[src/rtl/button_debouncer.sv]
// Push-button debouncer for the LFOSC (~10 kHz) domain.
//
// Synchronizes a raw, bouncing button pin and runs a four-state FSM. A level change is
// accepted only after it has been stable for DEBOUNCE_CYCLES clocks. The block reports
// accepted presses, releases and long holds as one-cycle strobes, and keeps a running
// press count.
//
// Ports:
//   clk           system clock (LFOSC domain)
//   rst_n         asynchronous active-low reset
//   btn_pin       raw asynchronous button pin
//   btn_level     debounced pressed level, 1 = pressed
//   press_pulse   one-cycle strobe on an accepted press
//   release_pulse one-cycle strobe on an accepted release
//   long_pulse    one-cycle strobe when a hold reaches LONG_CYCLES
//   press_count   count of accepted presses, wraps modulo 2^CNT_W
module button_debouncer #(
  parameter int unsigned DEBOUNCE_CYCLES = 500,
  parameter int unsigned LONG_CYCLES     = 10000,
  parameter bit          ACTIVE_LOW      = 1'b1,
  parameter int unsigned CNT_W           = 8
) (
  input  logic             clk,
  input  logic             rst_n,
  input  logic             btn_pin,
  output logic             btn_level,
  output logic             press_pulse,
  output logic             release_pulse,
  output logic             long_pulse,
  output logic [CNT_W-1:0] press_count
);

  localparam int unsigned DebW  = $clog2(DEBOUNCE_CYCLES + 1);
  localparam int unsigned HoldW = $clog2(LONG_CYCLES + 1);

  typedef enum logic [1:0] {StIdle, StArming, StHeld, StDisarming} state_e;

  state_e             state_q, state_d;
  logic               sync1_q, sync2_q;
  logic [DebW-1:0]    deb_q, deb_d;
  logic [HoldW-1:0]   hold_q, hold_d;
  logic               long_done_q, long_done_d;
  logic               level_q, level_d;
  logic               press_q, press_d;
  logic               release_q, release_d;
  logic               long_q, long_d;
  logic [CNT_W-1:0]   count_q, count_d;
  logic               act;

  // Pin level after synchronization, normalized so that 1 means pressed.
  assign act = sync2_q ^ ACTIVE_LOW;

  always_ff @(posedge clk or negedge rst_n) begin
    if (!rst_n) begin
      // Load the synchronizer with the released level so that a pin which is still
      // held after reset has to pass a full debounce again.
      sync1_q     <= ACTIVE_LOW;
      sync2_q     <= ACTIVE_LOW;
      state_q     <= StIdle;
      deb_q       <= '0;
      hold_q      <= '0;
      long_done_q <= 1'b0;
      level_q     <= 1'b0;
      press_q     <= 1'b0;
      release_q   <= 1'b0;
      long_q      <= 1'b0;
      count_q     <= '0;
    end else begin
      sync1_q     <= btn_pin;
      sync2_q     <= sync1_q;
      state_q     <= state_d;
      deb_q       <= deb_d;
      hold_q      <= hold_d;
      long_done_q <= long_done_d;
      level_q     <= level_d;
      press_q     <= press_d;
      release_q   <= release_d;
      long_q      <= long_d;
      count_q     <= count_d;
    end
  end

  always_comb begin
    state_d     = state_q;
    deb_d       = deb_q;
    hold_d      = hold_q;
    long_done_d = long_done_q;
    level_d     = level_q;
    press_d     = 1'b0;
    release_d   = 1'b0;
    long_d      = 1'b0;
    count_d     = count_q;

    // The hold timer runs in both pressed states, so a bounce during a hold does not
    // disturb the timing of the long-press strobe.
    if (state_q == StHeld || state_q == StDisarming) begin
      if (hold_q != HoldW'(LONG_CYCLES)) begin
        hold_d = hold_q + HoldW'(1);
      end
      if (hold_q == HoldW'(LONG_CYCLES - 1) && !long_done_q) begin
        long_d      = 1'b1;
        long_done_d = 1'b1;
      end
    end

    unique case (state_q)
      StIdle: begin
        if (act) begin
          state_d = StArming;
          deb_d   = '0;
        end
      end
      StArming: begin
        if (!act) begin
          state_d = StIdle;
        end else if (deb_q == DebW'(DEBOUNCE_CYCLES - 1)) begin
          state_d     = StHeld;
          level_d     = 1'b1;
          press_d     = 1'b1;
          count_d     = count_q + CNT_W'(1);
          hold_d      = '0;
          long_done_d = 1'b0;
        end else begin
          deb_d = deb_q + DebW'(1);
        end
      end
      StHeld: begin
        if (!act) begin
          state_d = StDisarming;
          deb_d   = '0;
        end
      end
      StDisarming: begin
        if (act) begin
          state_d = StHeld;
        end else if (deb_q == DebW'(DEBOUNCE_CYCLES - 1)) begin
          // A long strobe set above on this same cycle is kept. Only the flag is cleared.
          state_d     = StIdle;
          level_d     = 1'b0;
          release_d   = 1'b1;
          long_done_d = 1'b0;
        end else begin
          deb_d = deb_q + DebW'(1);
        end
      end
      default: state_d = StIdle;
    endcase
  end

  assign btn_level     = level_q;
  assign press_pulse   = press_q;
  assign release_pulse = release_q;
  assign long_pulse    = long_q;
  assign press_count   = count_q;

endmodule

[config.mk]
export PLATFORM = sky130hd
export DESIGN_NAME = button_debouncer
export DESIGN_NICKNAME = d
export VERILOG_FILES = /design/src/rtl/button_debouncer.sv
export SDC_FILE = /design/constraint.sdc
export NUM_CORES = 1
export LEC_CHECK = 0
export CAP_MARGIN = 10
export CORE_ASPECT_RATIO = 0.75
export CORE_MARGIN = 1
export CORE_UTILIZATION = 40
export DETAILED_ROUTE_END_ITERATION = 8
export PLACE_DENSITY_LB_ADDON = 0.2
export SLEW_MARGIN = 20
export SYNTH_ARGS = -nofsm -noshare
export SYNTH_HDL_FRONTEND = slang
export SYNTH_SLANG_ARGS = --single-unit
[constraint.sdc]
create_clock -name clk -period 2.85 [get_ports clk]
set_clock_uncertainty 0.15 [all_clocks]
set_input_delay 0.285 -clock clk [delete_from_list [all_inputs] [get_ports clk]]
set_output_delay 0.285 -clock clk [all_outputs]
set_load 0.01 [all_outputs]
Word level (Yosys, flattened, before mapping) --
Cells that the tools add are included.
Word-level totals: memory bits (writable) 0, flip-flop bits (word level) 40, bits in latches 0, memory bits (read-only) 0, output and inout port bits 12, logic and storage cells 74, memories 0, bits of input ports 3
Operators by class: $mul 0, mux-type cells 36, shifts and indexed selects 0, div/mod/pow operators 0, equality and inequality tests 14, reductions and logical operators 9, add/subtract/negate cells 3, order comparisons 0, bitwise gates (word level) 1
Operator list (count):
- $mux W14 | 5
- $mux W9 | 5
- $pmux W9 S4 | 1
- $mux W1 | 16
- $add A14 B1 Y14 const B | 1
- $eq A14 B14 Y1 const B | 1
- $ne A14 B14 Y1 const B | 1
- $mux W2 | 6
- $ne A2 B2 Y1 const B | 5
- $add A9 B1 Y9 const B | 1
- $eq A9 B9 Y1 const B | 1
- $add A8 B1 Y8 const B | 1
- $pmux W2 S4 | 1
- $reduce_and A4 Y1 | 2
- $reduce_and A5 Y1 | 1
- $eq A2 B2 Y1 const B | 2
- $pmux W1 S2 | 2
- $ne A3 B2 Y1 const B | 1
- $ne A3 B3 Y1 const B | 1
- $reduce_and A3 Y1 | 1
- $eq A2 B1 Y1 const B | 1
- $logic_not A2 Y1 | 1
- $ne A2 B1 Y1 const B | 1
- $reduce_bool A2 Y1 | 1
- 4 further kinds | 4

Logic depth before layout (Yosys ltp) --
Gate-level depths: netlist of run 1.
word-level depth 7, gate-level depth with buffers 7, depth with buffers taken out 6

Worst setup path after synthesis of run 1 --
OpenSTA, ideal clock, no wires.
kind reg-to-reg, start reg deb_q[3], end reg count_q[4], in the netlist press_count[4], data required time 2574 ps, period minus slack after synthesis 2021 ps, slack 829 ps, arrival 1744 ps, cell stages (with the launch flop) 7, path buffers 1, cells stage by stage dfrtp_1 or3b_1 or4_4 inv_2 buf_6 nand4_1 xnor2_1
Between the ends: longest elaborated chain between the ends 2
RTL lines:
- from (decl) | RTL line 40 | logic [DebW-1:0] deb_q, deb_d;
- from (signal assigned) | RTL line 60 | deb_q <= '0;
- from (signal assigned) | RTL line 72 | deb_q <= deb_d;
- $eq A9 B9 Y1 | RTL line 116 | end else if (deb_q == DebW'(DEBOUNCE_CYCLES - 1)) begin
- $reduce_and A3 Y1 (no source line)
- to (signal assigned) | RTL line 79 | count_q <= count_d;
- to (decl) | RTL line 47 | logic [CNT_W-1:0] count_q, count_d;
No other way between the ends. A chain may end at the register's enable or synchronous reset.

Worst setup path in the final report of run 1 --
start reg deb_q[3], end reg count_q[1], in the netlist press_count[1]
The elaborated chain is that of the path after synthesis.

==> results.md, run 1 <==
- Vias per std cell: approximately 5.4
- Initial Util: between 40 and 50%
- PortBufs: 14
- Seq cells post-synth: 40
- Yosys warning count: 0
- Synthesized area: roughly 0.0019 mm2
- Fmax: 0.433 GHz
- TritonCTS buffer count: 5
- Min setup slack post-route: 0.543 ns
- Clock power frac: 38.0%
- Reg2reg setup slack: approximately 0.54 ns
- Final non-filler cell area: around 0.0022 mm2
- Cell row count: 21
- Crit end category: register
- IO Pins: 15
- Vias in the first global route: 1297
- ANT cells: 0
- Largest net degree at the start of global routing: 41
- Startpoint Class: register
- Status: complete, no violations
- Max Transition Viols Final: 0
- Max_slew headroom: a little over two fifths
- Crit-path max FO: 20
- Sw Share: 21.7%
- Clk root buf: clkbuf_8
- Syn Area/Cell: 10.4 um2
- Die X: between 80 and 90 um
- Post_cts resized: 0
- Tot GR Track Use: around 16%
- Setup violators final: 0
- Largest area contributor in the netlist: dfrtp_1
- Layout Nets: around 210
- Worst path required time: about 2.9 ns
- Crit path time final: about 2.3 ns
- Mapped Cells: approximately 180
- Multi-input logic area: 831 um2
- Clock-pin slew on the worst setup and hold paths: roughly 0.080 ns
- Clock latency on the worst-skew pair: 0.28 ns
- Total grt overflow: 0
- PD cells: around 460 mW/mm2
- Die area: a little over 0.005 mm2
- RePlAce Congestion: slightly below 0.8
- FFs w/ async S/R, synth: 100%
- Syn_nets: 190
- Post-detail-place hpwl: roughly 2400 um
- Hold/Removal Path Class: reg2reg
- Area Overhead vs Synth: 15.2%
- Htree depth: 2
- Seq/Total Area, Yosys: between 50 and 60%
- Post-synth EDFFs: 0
- Antenna violations before repair: 0
- Main synth FF type: dfrtp_1
- NetSw: 216 uW
- Hold violation total from the final report: 0
- FILL cells: 446
- Share of cells above drive strength 1: under 10%
- Top cell type's share of synthesized area: 50.1%
- Kind of critical path: reg2reg
- Final WL: 3500 um
- Pre-CTS setup slack: ~0.54 ns
- Synth top area cells: dfrtp_1 (50%), xnor2_1 (6.0%), nand2_1 (3.4%)
- Comb power frac: approximately 3.5%
- DRC viols: 0
- Commonest non-fill, non-tap cells in the layout: dfrtp_1 (38), nand2_1 (17), xnor2_1 (13), clkdlybuf4s50_1 (13), nand3_1 (10)
- Sequential share of power: between 50% and 60%
- Initial DRC Count: 86
- Critical Path AT: between 2 and 2.5 ns
- Commonest non-fill, non-tap cell in the layout: dfrtp_1
- Netlist cell types: 38
- Clk buf depth: 2
- Die H: between 60 and 70 um
- Fin crit share: about four fifths
- P_int: 780 uW
- Routed Antenna Nets: 0
- Max IR drop VDD: roughly 260 uV
- DP Area: ~0.0021 mm2
- TritonCTS clock tree: done
- First-pass detailed-route iteration total: 4
- Sink Count: 40
- DR vias: roughly 1.4k
- Pwr Total: around 1000 uW
- Storage element area: between 0.001 and 0.0015 mm2
- Setup Total Neg Slack: 0 ns
- First-pass GRT wire length: roughly 6000 um
- Maxcap violations: 0
- RSZ-0062 raised after global routing: no
- Final design utilization: between 40% and 50%
- WL/cell: between 10 and 15 um
- Pleak: 0.000941 uW
- Worst-Margin Slew: roughly 0.88 ns
- Total core area: approximately 0.0045 mm2
==> cell families after synthesis <==
kind of cell             count (synthesis)  synth area share (%)
AND/OR/NAND/NOR                         76                  21.9
flip-flops                              40                  52.8
AO/OA/AOI/OAI                           28                  9.22
XOR/XNOR                                18                  8.30
buffers and inverters                   14                  3.43
adder cells (fa/ha/maj)                  4                  2.64
multiplexers                             3                  1.65
==> worst paths after layout <==
check | start | end | cells past startpoint
hold / removal | sync1_q | sync2_q | 0
setup reg to reg | deb_q[3] | press_count[1] | 4
setup / recovery | deb_q[3] | press_count[1] | 4
max in group asynchronous | rst_n | deb_q[7] | 2
min in group asynchronous | rst_n | hold_q[9] | 2
hold reg to reg | sync1_q | sync2_q | 0
==> state kept, by name, indices dropped and copies added, names as in the netlist, named ones only <==
| name | flops |
|---|---|
| hold_q | 14 |
| deb_q | 9 |
| press_count | 8 |
| btn_level | 1 |
| long_done_q | 1 |
| long_pulse | 1 |
| press_pulse | 1 |
| release_pulse | 1 |
| state_q | 1 |
| sync1_q | 1 |
| sync2_q | 1 |
==> critical path, stage by stage, from the launching register on <==
cell and delay (ns):
dfrtp_1 0.42, or3b_1 0.42, or4_4 0.54, inv_2 0.29, mux2_2 0.38
==> layout make-up <==
class / count / area share (%)
clock buffers: 6 / 3.77
multi-input cells: 129 / 38.0
inverters: 8 / 1.37
well taps: 57 / 3.26
clock inverters: 2 / 0.457
repair buffers: 17 / 7.32
flip-flops and latches: 40 / 45.9
==> synthesized netlist by cell type (2+ instances only) <==
library cell   n
nand3_1       10
o31ai_1        5
nor4_1         4
xor2_1         5
xnor2_1       13
dfstp_2        2
mux2i_1        2
or3_1          5
and4_1         2
nor3_1         2
o21ai_0        9
a21o_1         2
a21oi_1        6
nand2b_1       3
nor2b_1        2
and3_1         4
nand4_1        8
ha_1           4
or4_1          3
o211ai_1       3
or2_2          3
clkbuf_1       3
nor2_1         9
nand2_1       17
inv_1          7
dfrtp_1       38
==> power by group through the flow <==
stage / clock network [uW] / logic [uW] / registers (uW)
after floorplan: 0 / 16.4 / 591
after global placement: 0 / 33.9 / 593
after detailed placement: 0 / 35.2 / 593
after CTS: 393 / 36.4 / 582
after global routing: 419 / 41.2 / 583
final: 379 / 35.2 / 582
==> per-stage QoR <==
| stage | hold slack [ns] | std cells |
|---|---|---|
| final | 0.208 | 259 |
| after global placement | 0.196 | 250 |
| after floorplan | -0.161 | 183 |
| after CTS | 0.209 | 259 |
| after detailed placement | 0.197 | 250 |
| after global routing | 0.212 | 259 |
==> layer usage <==
layer / vias to the layer above / global-route usage, % / routed length, um
li1: 681 / - / -
met1: 681 / 22.0 / 1830
met2: 24 / 24.4 / 1530
met3: 2 / 4.00 / 128
met4: 0 / 4.51 / 18
met5: - / 0 / 0
==> timing repair <==
| item | CTS | global route |
|---|---|---|
| hold buffers | 1 | 0 |
| endpoints found under the hold margin | 15 | 0 |
| setup buffers | 0 | 0 |
No activity file was read; power rests on OpenSTA's default activity.
==> run 2: changes to the inputs <==
Clock period 2.85 ns to 1.9 ns, I/O delays scaled along.
==> run 2 against run 1 <==
  * The run now ends with negative setup slack left
  * Largest cell class unchanged
  * Utilization grew 5.7 points
  * Critical path depth up 1
  * Global-route usage grew 1.4 points
  * Worst setup slack worse by 0.55 ns
==> results.md, run 2 (synthesis gave the netlist of run 1 again) <==
- ANT cells: 0
- Startpoint Class: register
- Setup violators final: 1
- Die H: between 60 and 70 um
- Initial DRC Count: approximately 140
- Reg with most FFs: hold_q
- Worst path required time: 1.92 ns
- Htree depth: 2
- Routed Antenna Nets: 0
- Initial Util: between 40 and 50%
- CP peak stage delay: 0.46 ns
- Clock latency on the worst-skew pair: between 0.2 and 0.3 ns
- DP Area: around 0.0023 mm2
- Final non-filler cell area: 0.00244 mm2
- Largest net degree at the start of global routing: 41
- TritonCTS clock tree: done
- Fmax: 0.526 GHz
- Placed Cells: between 200 and 300
- Vias per std cell: ~5.2
- Total grt overflow: 0
- Cell row count: 21
- Tot GR Track Use: 17.1%
- Crit path time final: approximately 1.9 ns
- Max_slew headroom: 67.5%
- Hold/Removal Path Class: in2reg
- Pleak: ~0.0011 uW
- Buf/Inv on CP: 1
- PortBufs: 14
- Post-detail-place hpwl: approximately 2700 um
- WL/cell: 13.5 um
- Clk buf depth: 2
- Commonest non-fill, non-tap cells in the layout: dfrtp_1 (38), buf_4 (28), nand2_1 (17)
- RSZ-0062 raised after global routing: yes
- Fin Hold WS: 0.157 ns
- PD cells: slightly below 700 mW/mm2
- Min setup slack post-route: -0.00240 ns
- First-pass GRT wire length: about 6400 um
- Final WL: ~3800 um
- Top delay family on crit path: simple AND/OR/NAND/NOR gates
- Critical Path AT: roughly 1.9 ns
- Area Overhead vs Synth: 28.7%
- Max FFs per register: 14
- Maxcap violations: 0
- Share of cells above drive strength 1: between 20% and 30%
- Status: complete, but fails checks
- Fin cells: ~290
- RePlAce Congestion: roughly 0.76
- Clk root buf: clkbuf_8
- Max IR drop VDD: between 400 and 500 uV
- Max Transition Viols Final: 0
- TritonCTS buffer count: 5
- Commonest non-fill, non-tap cell in the layout: dfrtp_1
- CP max stage cell: or4_4
- Crit-path max FO: 8
- Layout Nets: 234
- First-pass detailed-route iteration total: 4
- Failing checks: negative setup slack
- Setup Total Neg Slack: -0.00240 ns
- IO Pins: 15
- DRC viols: 0
- Antenna violations before repair: 0
- Hold violation total from the final report: 0
- Sink Count: 40
- Pre-CTS setup slack: -0.0527 ns
- Kind of critical path: reg2reg
- Total core area: 0.00452 mm2
- Die X: 81.6 um
- Clock-pin slew on the worst setup and hold paths: around 0.070 ns
- DR vias: ~1.5k
- Crit end category: register
- Vias in the first global route: ~1.4k
- Worst-Margin Slew: around 0.49 ns
- Fin crit share: 100%
- Cell Chain, Critical Path: or3b_4 > or4_4 > inv_6 > nand4_1 > xnor2_1
- Die area: 0.00503 mm2
[run 2: where the power goes]
| group | switching (uW) | internal [uW] |
|---|---|---|
| clock | 278 | 463 |
| combinational | 42.4 | 31.4 |
| sequential | 6.36 | 863 |
[run 2: metal layers]
metal	track usage, %	share of wire (%)
met5	0	0
met4	5.51	0.47
met1	24.7	52
met2	25.2	44
met3	4.30	3.6
[run 2: final cells by class]
cell class / instances / area, um2
clock buffer: 7 / 96.3
clock inverter: 1 / 30.0
fill: 400 / 2070
inverter: 8 / 35.0
multi-input combinational: 129 / 853
sequential: 40 / 1000
tap: 57 / 71.3
timing repair buffer: 43 / 355
[run 2: stage by stage]
step | total power [uW] | util (%)
2_1_floorplan | 912 | -
3_3_place_gp | 954 | 50.0
3_5_place_dp | 958 | 50.0
4_1_cts | 1710 | 53.3
5_1_grt | 1760 | 54.1
6_report | 1690 | 54.1
[run 2: path summary, 6_finish.rpt]
path	from	to	slack, ns	cells past startpoint
max in group asynchronous	rst_n	sync2_q	0.89	3
worst max register to register	deb_q[3]	press_count[6]	-0.002	5
worst min register to register	sync1_q	sync2_q	0.21	0
worst max-delay path	deb_q[3]	press_count[6]	-0.002	5
min in group asynchronous	rst_n	hold_q[9]	0.34	3
worst min-delay path	btn_pin	sync1_q	0.16	1
[run 2: repair_timing]
item | 4_1_cts | 5_1_grt
resized for setup | 2 | 5
endpoints found under the setup margin | 10 | 26
hold buffers | 1 | 0
pin swaps | 1 | 3
buffers inserted | 1 | 2
endpoints found under the hold margin | 38 | 0
==> run 3: changes to the inputs <==
Settings changed: CORE_UTILIZATION 40 to 42.
==> run 3 against run 2 <==
  * The run still ends with negative setup slack left
  * Maximum frequency is 2.5% lower
  * Final cell count is 0.70% lower
  * Sequential share of layout area stayed put
  * Flip-flop and latch count unchanged
  * Non-clock buffer count did not move
  * Via count is 0.27% higher
  * Sequential power about the same
  * Combinational power rose by 12%
  * Worst setup slack got worse by 0.050 ns
  * Global-route usage rose by 2.0 points
  * First-iteration DRC count down 33%
  * Critical endpoint is now press_count[1]
  * Highest routed layer unchanged
==> results.md, run 3 (synthesis gave the netlist of run 1 again) <==
- Status: complete, but fails checks
- Failing checks: negative setup slack
- Reg with most FFs: hold_q
- Final design utilization: 58.5%
- Crit path launch: deb_q[2]
- R2R Path Start: deb_q[2]
- Clock latency on the worst-skew pair: between 0.2 and 0.3 ns
- Buf/Inv on CP: 1
- Commonest non-fill, non-tap cells in the layout: dfrtp_1 (38), buf_4 (28), nand2_1 (17)
- Fmax: 0.512 GHz
- Crit path time final: about 2 ns
- ANT cells: 0
- RSZ-0062 raised after global routing: yes
- Initial Util: 45.4%
- Total core area: 0.00418 mm2
- Area Overhead vs Synth: 28.7%
- TritonCTS buffer count: 5
- Vias per std cell: 5.23
- Critical Path AT: between 1.5 and 2 ns
- Fin crit share: 103%
- Max IR drop VDD: a little under 500 uV
- Worst path required time: about 1.9 ns
- Crit. path cell count: 4
- First-pass detailed-route iteration total: 6
- Cell Chain, Critical Path: or3b_4 > or4_4 > inv_6 > mux2_2
- Clk buf depth: 2
- Max FFs per register: 14
- Fin Hold WS: around 0.16 ns
- Largest net degree at the start of global routing: 23
- Die H: around 60 um
- PD cells: between 600 and 700 mW/mm2
- Share of cells above drive strength 1: about 21%
- CP peak stage delay: 0.46 ns
- DR vias: between 1k and 1.5k
- TritonCTS clock tree: done
- IO Pins: 15
- Clk root buf: clkbuf_8
- CP max stage cell: or4_4
- Antenna violations before repair: 0
- Sink Count: 40
- Reg2Reg Capture Point: press_count[1]
- Total grt overflow: 0
- Setup violators final: 1
- Maxcap violations: 0
- Multi-input logic area: 856 um2
- Critical Path Sink: press_count[1]
- Hold violation total from the final report: 0
- FILL cells: roughly 360
- Pre-CTS setup slack: -0.0812 ns
- Startpoint Class: register
- Kind of critical path: reg2reg
- WL/cell: between 10 and 15 um
- Tot GR Track Use: a little under a fifth
- First-pass GRT wire length: just under 7000 um
- Max Transition Viols Final: 0
- Crit end category: register
- Reg2Reg Depth: 4
- Crit-path max FO: 8
- RePlAce Congestion: between 0.8 and 0.9
- Min setup slack post-route: -0.0521 ns
- Vias in the first global route: between 1.5k and 2k
- Hold/Removal Path Class: in2reg
- Top delay family on crit path: simple AND/OR/NAND/NOR gates
- Pleak: 0.00109 uW
- Cell row count: 20
- DRC viols: 0
- Commonest non-fill, non-tap cell in the layout: dfrtp_1
- Reg2reg setup slack: -0.05 ns
- Layout Nets: 234
- Post-detail-place hpwl: about 2800 um
- Clock-pin slew on the worst setup and hold paths: around 0.070 ns
- Fin cells: 283
- Initial DRC Count: 92
- Htree depth: 2
- Placed Cells: around 270
- Worst-Margin Slew: 0.524 ns
- Die X: between 70 and 80 um
- Final WL: ~3900 um
- Storage element area: between 0.001 and 0.0015 mm2
- Routed Antenna Nets: 0
- PortBufs: 14
- Die area: between 0.004 and 0.005 mm2
- Setup Total Neg Slack: -0.0521 ns
- Max_slew headroom: 65.0%
[run 3: cell count changes in the layout (fill, tap and decap cells not counted)]
cell and change:
mux2_2 +1, mux2_4 -1, nand2b_1 +1, nand2b_2 -1, nor4_1 -1, nor4_2 +1, or2_2 -1, or2_4 +1
[run 3: stage by stage]
stage	area [um2]	power [uW]
finish	2440	1710
global route	2440	1780
CTS	2420	1730
detailed placement	2270	967
global placement	2270	961
floorplan	1910	912
[run 3: layout make-up]
class,count,area share [%]
clock buffer,7,3.94
clock inverter,1,1.23
inverter,8,1.43
multi-input combinational,129,35.0
sequential,40,41.0
tap,55,2.81
timing repair buffer,43,14.5
[run 3: where the power goes]
part / switching [uW] / total [uW] / internal, uW
Sequential: 6.09 / 869 / 863
Clock: 290 / 753 / 463
Combinational: 45.6 / 82.6 / 37.0
Total: 342 / 1710 / 1360
[run 3: timing repair]
action / 4_1_cts / 5_1_grt
hold buffers: 1 / 0
setup buffers: 2 / 0
setup endpoints to repair: 17 / 26
endpoints found under the hold margin: 20 / 0
pin swaps: 0 / 1
cloned: 0 / 0
resized for setup: 1 / 6
[run 3: how the worst min path moves through the flow]
stage	endpoint	cells past startpoint	from
3_5_place_dp	press_pulse	1	rst_n
2_1_floorplan	asynchronous set/reset pin	0	rst_n
6_report	sync1_q	1	btn_pin
4_1_cts	sync1_q	1	btn_pin
5_1_grt	sync1_q	1	btn_pin
3_3_place_gp	deb_q[6]	1	rst_n
[run 3: metal layers]
metal | share of wire [%] | track usage [%] | wire length (um)
met5 | 0 | 0 | 0
met4 | 1.6 | 7.79 | 64
met3 | 2.9 | 4.12 | 116
met2 | 44 | 29.7 | 1730
met1 | 51 | 26.2 | 2030
